--- config.mk ---
export PLATFORM = sky130hd
export DESIGN_NAME = img_reader_flat
export DESIGN_NICKNAME = d
export VERILOG_FILES = /design/src/rtl/dsa_img_pkg.sv /design/src/rtl/img_reader_if.sv /design/src/rtl/img_word_fifo.sv /design/src/rtl/img_reader.sv /design/src/flat_wrapper.sv
export SDC_FILE = /design/constraint.sdc
export NUM_CORES = 1
export LEC_CHECK = 0
export BUFFER_PORTS_ARGS = -buffer_cell sky130_fd_sc_hd__buf_2
export CAP_MARGIN = 20
export CORE_MARGIN = 10
export CORE_UTILIZATION = 62
export DETAILED_ROUTE_END_ITERATION = 16
export PLACE_DENSITY_LB_ADDON = 0.05
export SETUP_SLACK_MARGIN = 0.05
export SLEW_MARGIN = 20
export SYNTH_ARGS = -nofsm -noshare
export SYNTH_HDL_FRONTEND = slang
export SYNTH_HIERARCHICAL = 1
export SYNTH_SLANG_ARGS = --single-unit
export TNS_END_PERCENT = 50
--- constraint.sdc ---
create_clock -name clk -period 4.9 [get_ports clk]
set_input_delay 0.735 -clock clk [delete_from_list [all_inputs] [get_ports clk]]
set_output_delay 0.735 -clock clk [all_outputs]
set_load 0.005 [all_outputs]
--- src/rtl/dsa_img_pkg.sv ---
// rtl/dsa_img_pkg.sv - shared types, constants and word-count helper for the image reader
package dsa_img_pkg;

  localparam int PIXEL_W      = 8;
  localparam int PIX_PER_WORD = 4;

  typedef logic [31:0]        word_t;
  typedef logic [PIXEL_W-1:0] pixel_t;

  typedef enum logic [1:0] {
    IDLE   = 2'd0,
    RUN    = 2'd1,
    FINISH = 2'd2
  } rd_state_e;

  // Words needed to cover len pixels; the 33-bit sum keeps len near 2^32 from wrapping.
  function automatic logic [30:0] words_for(input logic [31:0] len);
    logic [32:0] sum;
    sum = {1'b0, len} + 33'(PIX_PER_WORD - 1);
    return 31'(sum >> $clog2(PIX_PER_WORD));
  endfunction

endpackage

--- src/rtl/img_reader_if.sv ---
// rtl/img_reader_if.sv - pixel stream handshake bundle between img_reader and its consumer
interface img_reader_if;
  import dsa_img_pkg::*;

  logic   o_pix_valid;
  logic   i_pix_ready;
  pixel_t o_pix_data;
  logic   o_pix_last;

  modport master (output o_pix_valid, output o_pix_data, output o_pix_last, input i_pix_ready);
  modport slave  (input o_pix_valid, input o_pix_data, input o_pix_last, output i_pix_ready);

endinterface

--- src/rtl/img_word_fifo.sv ---
// rtl/img_word_fifo.sv - word buffer for read prefetch, built only when IMG_READER_PREFETCH_EN is defined
`ifdef IMG_READER_PREFETCH_EN
module img_word_fifo
  import dsa_img_pkg::*;
#(
  parameter int DEPTH = 2
) (
  input  logic                   clk,
  input  logic                   rst_n,
  input  logic                   push,
  input  word_t                  push_data,
  input  logic                   pop,
  output word_t                  pop_data,
  output logic [$clog2(DEPTH):0] count
);
  localparam int PTR_W = $clog2(DEPTH);

  word_t              mem_q [DEPTH];
  word_t              mem_d [DEPTH];
  logic [PTR_W-1:0]   wr_ptr_q, wr_ptr_d;
  logic [PTR_W-1:0]   rd_ptr_q, rd_ptr_d;
  logic [PTR_W:0]     count_q, count_d;

  assign pop_data = mem_q[rd_ptr_q];
  assign count    = count_q;

  // Pointer and occupancy update; DEPTH is a power of two so pointers wrap naturally.
  always_comb begin
    mem_d    = mem_q;
    wr_ptr_d = wr_ptr_q;
    rd_ptr_d = rd_ptr_q;
    count_d  = count_q;
    if (push) begin
      mem_d[wr_ptr_q] = push_data;
      wr_ptr_d        = wr_ptr_q + 1'b1;
    end
    if (pop) begin
      rd_ptr_d = rd_ptr_q + 1'b1;
    end
    if (push && !pop) begin
      count_d = count_q + 1'b1;
    end else if (pop && !push) begin
      count_d = count_q - 1'b1;
    end
  end

  // Storage and pointer registers, cleared on reset so no stale word survives.
  always_ff @(posedge clk or negedge rst_n) begin
    if (!rst_n) begin
      mem_q    <= '{default: '0};
      wr_ptr_q <= '0;
      rd_ptr_q <= '0;
      count_q  <= '0;
    end else begin
      mem_q    <= mem_d;
      wr_ptr_q <= wr_ptr_d;
      rd_ptr_q <= rd_ptr_d;
      count_q  <= count_d;
    end
  end

endmodule
`endif

--- src/rtl/img_reader.sv ---
// rtl/img_reader.sv - streams packed 8-bit pixels from word memory; IMG_READER_PREFETCH_EN adds a read-ahead word FIFO
module img_reader
  import dsa_img_pkg::*;
#(
  parameter int RD_LAT     = 1,
  parameter int FIFO_DEPTH = 2,
  parameter int ADDR_W     = 16
) (
  input  logic              clk,
  input  logic              rst_n,
  input  logic              i_start,
  input  logic [ADDR_W-1:0] i_base_addr,
  input  logic [31:0]       i_img_length,
  output logic              o_mem_re,
  output logic [ADDR_W-1:0] o_mem_addr,
  input  word_t             i_mem_rdata,
  img_reader_if.master      pix,
  output logic [31:0]       o_pix_count,
  output logic              o_busy,
  output logic              o_done
);
  localparam int CNT_W = $clog2(FIFO_DEPTH + RD_LAT + 1) + 1;

  rd_state_e         state_q, state_d;
  logic              mem_re_q, mem_re_d;
  logic [ADDR_W-1:0] mem_addr_q, mem_addr_d;
  logic [ADDR_W-1:0] next_addr_q, next_addr_d;
  logic [30:0]       rd_left_q, rd_left_d;
  logic [31:0]       pix_left_q, pix_left_d;
  logic [31:0]       count_q, count_d;
  logic [CNT_W-1:0]  inflight_q, inflight_d;
  logic [RD_LAT-1:0] pipe_q, pipe_d;
  word_t             word_q, word_d;
  logic [1:0]        idx_q, idx_d;
  logic              unp_valid_q, unp_valid_d;

  logic  accept;
  logic  ret;
  logic  hs;
  logic  word_done;
  logic  unp_pop;
  logic  credit_ok;
  logic  issue;
  logic  load;
  word_t load_data;
  logic  unused_base_lsbs;

  // Base is word aligned internally; the low address bits carry no information.
  assign unused_base_lsbs = ^i_base_addr[1:0];

  // A read issued RD_LAT cycles ago is returning this cycle.
  assign ret       = pipe_q[RD_LAT-1];
  assign hs        = unp_valid_q && pix.i_pix_ready;
  // The held word is exhausted after byte 3 or after the image's final pixel.
  assign word_done = (idx_q == 2'd3) || (pix_left_q == 32'd1);
  assign unp_pop   = hs && word_done;

`ifdef IMG_READER_PREFETCH_EN
  localparam int FCNT_W = $clog2(FIFO_DEPTH) + 1;
  logic [FCNT_W-1:0] fifo_count;
  word_t             fifo_rdata;
  logic              fifo_pop;

  // Unpacker refills from the FIFO whenever it is empty or draining this cycle.
  assign fifo_pop  = (!unp_valid_q || unp_pop) && (fifo_count != '0);
  // Every outstanding read already owns a FIFO slot, so returns can always be pushed.
  assign credit_ok = (int'(fifo_count) + int'(inflight_q)) < FIFO_DEPTH;
  assign load      = fifo_pop;
  assign load_data = fifo_rdata;

  img_word_fifo #(
    .DEPTH(FIFO_DEPTH)
  ) u_fifo (
    .clk       (clk),
    .rst_n     (rst_n),
    .push      (ret),
    .push_data (i_mem_rdata),
    .pop       (fifo_pop),
    .pop_data  (fifo_rdata),
    .count     (fifo_count)
  );
`else
  // Single-word capacity: the next read goes out only as the current word empties.
  assign credit_ok = (!unp_valid_q || unp_pop) && (inflight_q == '0);
  assign load      = ret;
  assign load_data = i_mem_rdata;
`endif

  assign issue = (state_q == RUN) && (rd_left_q != '0) && credit_ok;

  assign o_mem_re        = mem_re_q;
  assign o_mem_addr      = mem_addr_q;
  assign pix.o_pix_valid = unp_valid_q;
  assign pix.o_pix_data  = word_q[{idx_q, 3'b000} +: PIXEL_W];
  assign pix.o_pix_last  = unp_valid_q && (pix_left_q == 32'd1);
  assign o_pix_count     = count_q;
  assign o_busy          = (state_q == RUN);
  assign o_done          = (state_q == FINISH);

  // Control FSM: start acceptance, end of image on the final handshake, one-cycle done.
  always_comb begin
    state_d = state_q;
    accept  = 1'b0;
    case (state_q)
      IDLE: begin
        if (i_start) begin
          accept  = 1'b1;
          state_d = (i_img_length == 32'd0) ? FINISH : RUN;
        end
      end
      RUN: begin
        if (hs && (pix_left_q == 32'd1)) begin
          state_d = FINISH;
        end
      end
      FINISH: state_d = IDLE;
      default: state_d = IDLE;
    endcase
  end

  // Datapath: read issue, latency pipe, in-flight credit, unpacker and counters.
  always_comb begin
    mem_re_d    = issue;
    mem_addr_d  = mem_addr_q;
    next_addr_d = next_addr_q;
    rd_left_d   = rd_left_q;
    pix_left_d  = pix_left_q;
    count_d     = count_q;
    inflight_d  = inflight_q + CNT_W'(issue) - CNT_W'(ret);
    pipe_d      = pipe_q << 1;
    pipe_d[0]   = mem_re_q;
    word_d      = word_q;
    idx_d       = idx_q;
    unp_valid_d = unp_valid_q;

    if (issue) begin
      mem_addr_d  = next_addr_q;
      next_addr_d = next_addr_q + ADDR_W'(4);
      rd_left_d   = rd_left_q - 31'd1;
    end

    if (hs) begin
      idx_d      = idx_q + 2'd1;
      count_d    = count_q + 32'd1;
      pix_left_d = pix_left_q - 32'd1;
      if (word_done) begin
        unp_valid_d = 1'b0;
      end
    end

    if (load) begin
      word_d      = load_data;
      idx_d       = 2'd0;
      unp_valid_d = 1'b1;
    end

    if (accept) begin
      count_d     = 32'd0;
      next_addr_d = {i_base_addr[ADDR_W-1:2], 2'b00};
      pix_left_d  = i_img_length;
      rd_left_d   = words_for(i_img_length);
    end
  end

  // State register; reset abandons any image and drops returns still in the pipe.
  always_ff @(posedge clk or negedge rst_n) begin
    if (!rst_n) begin
      state_q     <= IDLE;
      mem_re_q    <= 1'b0;
      mem_addr_q  <= '0;
      next_addr_q <= '0;
      rd_left_q   <= '0;
      pix_left_q  <= '0;
      count_q     <= '0;
      inflight_q  <= '0;
      pipe_q      <= '0;
      word_q      <= '0;
      idx_q       <= '0;
      unp_valid_q <= 1'b0;
    end else begin
      state_q     <= state_d;
      mem_re_q    <= mem_re_d;
      mem_addr_q  <= mem_addr_d;
      next_addr_q <= next_addr_d;
      rd_left_q   <= rd_left_d;
      pix_left_q  <= pix_left_d;
      count_q     <= count_d;
      inflight_q  <= inflight_d;
      pipe_q      <= pipe_d;
      word_q      <= word_d;
      idx_q       <= idx_d;
      unp_valid_q <= unp_valid_d;
    end
  end

endmodule

--- src/flat_wrapper.sv ---
// flat-port wrapper written by rule: the top's interface ports become plain ports
module img_reader_flat import dsa_img_pkg::*;
#(
  parameter int RD_LAT     = 1,
  parameter int FIFO_DEPTH = 2,
  parameter int ADDR_W     = 16
)
  (clk, rst_n, i_start, i_base_addr, i_img_length, o_mem_re, o_mem_addr, i_mem_rdata, o_pix_count, o_busy, o_done, pix_o_pix_valid, pix_o_pix_data, pix_o_pix_last, pix_i_pix_ready);
  img_reader_if pix_i ();
  input  logic clk;
  input  logic rst_n;
  input  logic i_start;
  input  logic [ADDR_W-1:0] i_base_addr;
  input  logic [31:0] i_img_length;
  output logic o_mem_re;
  output logic [ADDR_W-1:0] o_mem_addr;
  input  word_t i_mem_rdata;
  output logic [31:0] o_pix_count;
  output logic o_busy;
  output logic o_done;
  output wire logic [$bits(pix_i.o_pix_valid)-1:0] pix_o_pix_valid;
  output wire logic [$bits(pix_i.o_pix_data)-1:0] pix_o_pix_data;
  output wire logic [$bits(pix_i.o_pix_last)-1:0] pix_o_pix_last;
  input wire logic [$bits(pix_i.i_pix_ready)-1:0] pix_i_pix_ready;
  assign pix_o_pix_valid = pix_i.o_pix_valid;
  assign pix_o_pix_data = pix_i.o_pix_data;
  assign pix_o_pix_last = pix_i.o_pix_last;
  assign pix_i.i_pix_ready = pix_i_pix_ready;
  img_reader #(.RD_LAT(RD_LAT), .FIFO_DEPTH(FIFO_DEPTH), .ADDR_W(ADDR_W)) u_core (.clk(clk), .rst_n(rst_n), .i_start(i_start), .i_base_addr(i_base_addr), .i_img_length(i_img_length), .o_mem_re(o_mem_re), .o_mem_addr(o_mem_addr), .i_mem_rdata(i_mem_rdata), .pix(pix_i), .o_pix_count(o_pix_count), .o_busy(o_busy), .o_done(o_done));
endmodule
==> run metrics <==
status=completed; clock slew at reported path FFs=0.06 ns; Post-Syn Area=8937 µm²; CP Capture Point=u_core/inflight_q[2]$_DFF_PN0_; IO Count=145; Pleak=4.531 nW; postcts setup bufs=0; final WL=21.99 mm; P_sw=0.001054 W; max cap viols=0; vias=7409; FF+latch count, synth=165; clk buf depth=2; post-cts hold buffer count=0; Antenna Cells=0; initial core utilization=63.89%; WL/cell=17.65 µm; Setup TNS Final=0 ns; largest net degree at the start of global routing=102; EDFF count, synth=0; R2R cell count=10; worst reg2reg endpoint=u_core/inflight_q[2]$_DFF_PN0_; Tmin final=3.678 ns; Seq/Total Area, Yosys=46.20%; Mean Syn Cell Area=9.538 µm²; most frequent cells after synthesis=165 x dfrtp_1, 136 x nand2_1, 67 x nor2_1; Die W=140.1 µm; critical path type=flop to flop; area delta synth->final=15.19%; die area=19620 µm²; Req. time, crit path=5.24 ns; clock latency on the worst-skew pair=0.42 ns; cell accounting for the most synthesized area=dfrtp_1; R2R Setup Slk=1.22 ns; DR pass1 iterations=5; dominant synthesized flop cell=dfrtp_1; Die Ht=140.1 µm; initial antenna violation count=0; post-placement setup slack=1.282 ns; Async SR Flop Fraction=100.0%; final hold vios=0; DP HPWL=15.80 mm; reg-to-reg startpoint=u_core/pix_left_q[6]$_DFFE_PN0P_; GRT overflow=0; RSZ-0062 raised after global routing=no; NumNets Final=1147; Port Buffers=140; Crit. End Element=flop; Net Sw Frac=28.64%; synth warn=6; H-tree lvl count=4; Max Clock Freq=271.9 MHz; Seq pwr share=49.2%; final setup margin=1.222 ns; number of global-route vias before repair=7349; combinational power share=16.0%; Seq. cell area=4129 µm²; Inserted Clock Buffers=17; relative slew slack=31.26%; Setup crit start=u_core/pix_left_q[6]$_DFFE_PN0P_; final setup vio count=0; most common cell in the netlist=dfrtp_1; type of the worst min-delay path=input port to asynchronous set/reset pin; Critical Path AT=4.02 ns; DRC=0; crit-path max FO=7; Critical Path Start Type=flop; measured slew at the worst slew-check pin=1.028 ns; top cell type's share of synthesized area=46.20%; Fin Clk Skew=0.008188 ns; maximum vdd ir drop=0.2843 mV; gr usage total=22.30%; RD Place Congestion=0.8308; area of the multi-input gates=4558 µm²; Iteration-0 DRC Markers=554; Root Buffer Master=clkbuf_16; fin crit share=75.06%; Rows=43; Synth Instances=937; pwr dens=357.4 nW/µm²; CTS tree=built; synth unique cells=63; Via density=5.946; first-pass GRT wire length=36.34 mm; Slew Limit Fails=0; CORE AREA=13990 µm²; Int Pwr=0.002625 W; Final ANT Viol Nets=0; Sink Count=165; Fillers=1074; clock power share=34.8%; share of cells above drive strength 1=22.14%; largest cells by area after synthesis=dfrtp_1 46%, xnor2_1 5.9%, nand2_1 5.7%; Post-CTS Resized=0
-- cells in the final DEF (no fill, tap or decap), drive strengths merged, types with 7 or more instances in the layout --
cell type / Yosys / layout
nand4: 20 / 20
nand3: 33 / 33
ha: 8 / 8
or2: 10 / 10
inv: 17 / 17
nor4: 28 / 28
and2: 7 / 7
a21oi: 25 / 25
mux2: 33 / 33
nor3: 32 / 32
xnor2: 60 / 60
buf: 13 / 145
and3: 13 / 13
mux2i: 8 / 8
xor2: 36 / 36
a31oi: 8 / 8
nor2: 67 / 67
mux4: 8 / 8
or3: 22 / 22
clkbuf: 35 / 25
or4: 21 / 21
nand2: 136 / 136
o211ai: 11 / 11
o21ai: 61 / 61
dfrtp: 165 / 165
-- kinds of logic (layout without fill, tap and decap cells) --
kind of cell	after synthesis	in the layout	share of synthesized area, %
fa+ha+maj	9	9	1.344
compound gates	137	137	9.744
other cells	1	2	0.04196
xor+xnor	96	96	9.408
simple gates	415	415	23.24
mux	49	49	7.070
flops	165	165	46.20
buf+inv	65	193	2.954
-- layer usage --
| metal | global-route usage (%) | part of all wire [%] | up-vias |
|---|---|---|---|
| met4 | 7.228 | 1.6 | 0 |
| li1 | - | - | 3574 |
| met1 | 28.69 | 43 | 3554 |
| met3 | 5.037 | 6.6 | 28 |
| met2 | 36.53 | 49 | 253 |
| met5 | 0 | 0 | - |
-- stage by stage --
| stage | area (µm²) | std cells | hold slack, ns | power, W | util, % |
|---|---|---|---|---|---|
| 4_1_cts | 10290 | 1246 | 0.3720 | 0.003688 | 73.60 |
| 5_1_grt | 10290 | 1246 | 0.3962 | 0.003868 | 73.60 |
| 2_1_floorplan | 8941 | 938 | 0.3757 | 0.002191 | - |
| 6_report | 10290 | 1246 | 0.3514 | 0.003679 | 73.60 |
| 3_5_place_dp | 9721 | 1215 | 0.3588 | 0.002406 | 69.49 |
| 3_3_place_gp | 9721 | 1215 | 0.3572 | 0.002375 | 69.49 |
-- cell type report --
class,instances,area share [%]
clock buffers,25,4.910
multi-input cells,708,44.28
well taps,180,2.188
flip-flops and latches,165,40.11
inverters,17,0.6198
repair buffers,145,7.231
clock inverters,6,0.6684
-- power groups by stage --
stage               combinational [W]  sequential (W)  clock [W]
floorplan                    0.000421         0.00177          0
global placement             0.000559         0.00182          0
detailed placement           0.000585         0.00182          0
CTS                          0.000587         0.00180    0.00130
global route                 0.000666         0.00184    0.00136
finish                       0.000589         0.00181    0.00128
-- worst min path at each step --
stage | depth (start not counted) | start | slack (ns) | endpoint
after floorplan | 0 | u_core/o_mem_re$_DFF_PN0_ | 0.38 | u_core/load$_DFF_PN0_
after global placement | 0 | u_core/o_mem_re$_DFF_PN0_ | 0.36 | u_core/load$_DFF_PN0_
after detailed placement | 0 | u_core/o_mem_re$_DFF_PN0_ | 0.36 | u_core/load$_DFF_PN0_
after CTS | 0 | u_core/o_mem_re$_DFF_PN0_ | 0.37 | u_core/load$_DFF_PN0_
after global routing | 0 | u_core/o_mem_re$_DFF_PN0_ | 0.40 | u_core/load$_DFF_PN0_
final | 1 | rst_n | 0.35 | u_core/word_q[2]$_DFFE_PN0P_
-- registers in the layout, indices dropped and copies added (netlist names) --
register                count
u_core/idx_q                2
u_core/inflight_q           3
u_core/load                 1
u_core/next_addr_q         14
u_core/o_mem_addr          14
u_core/o_mem_re             1
u_core/o_pix_count         32
u_core/pix.o_pix_valid      1
u_core/pix_left_q          32
u_core/rd_left_q           31
u_core/state_q              2
u_core/word_q              32
-- worst max-delay path, stage by stage (launching register included) --
cell,delay [ns]
dfrtp_1,0.40
nor4_1,0.73
nand4_1,0.38
o311ai_4,0.51
nand2b_1,0.29
ha_1,0.36
inv_1,0.04
ha_1,0.18
fa_1,0.38
xnor2_1,0.18
xnor2_1,0.14
Note: power is estimated with default switching activity, not from simulation.
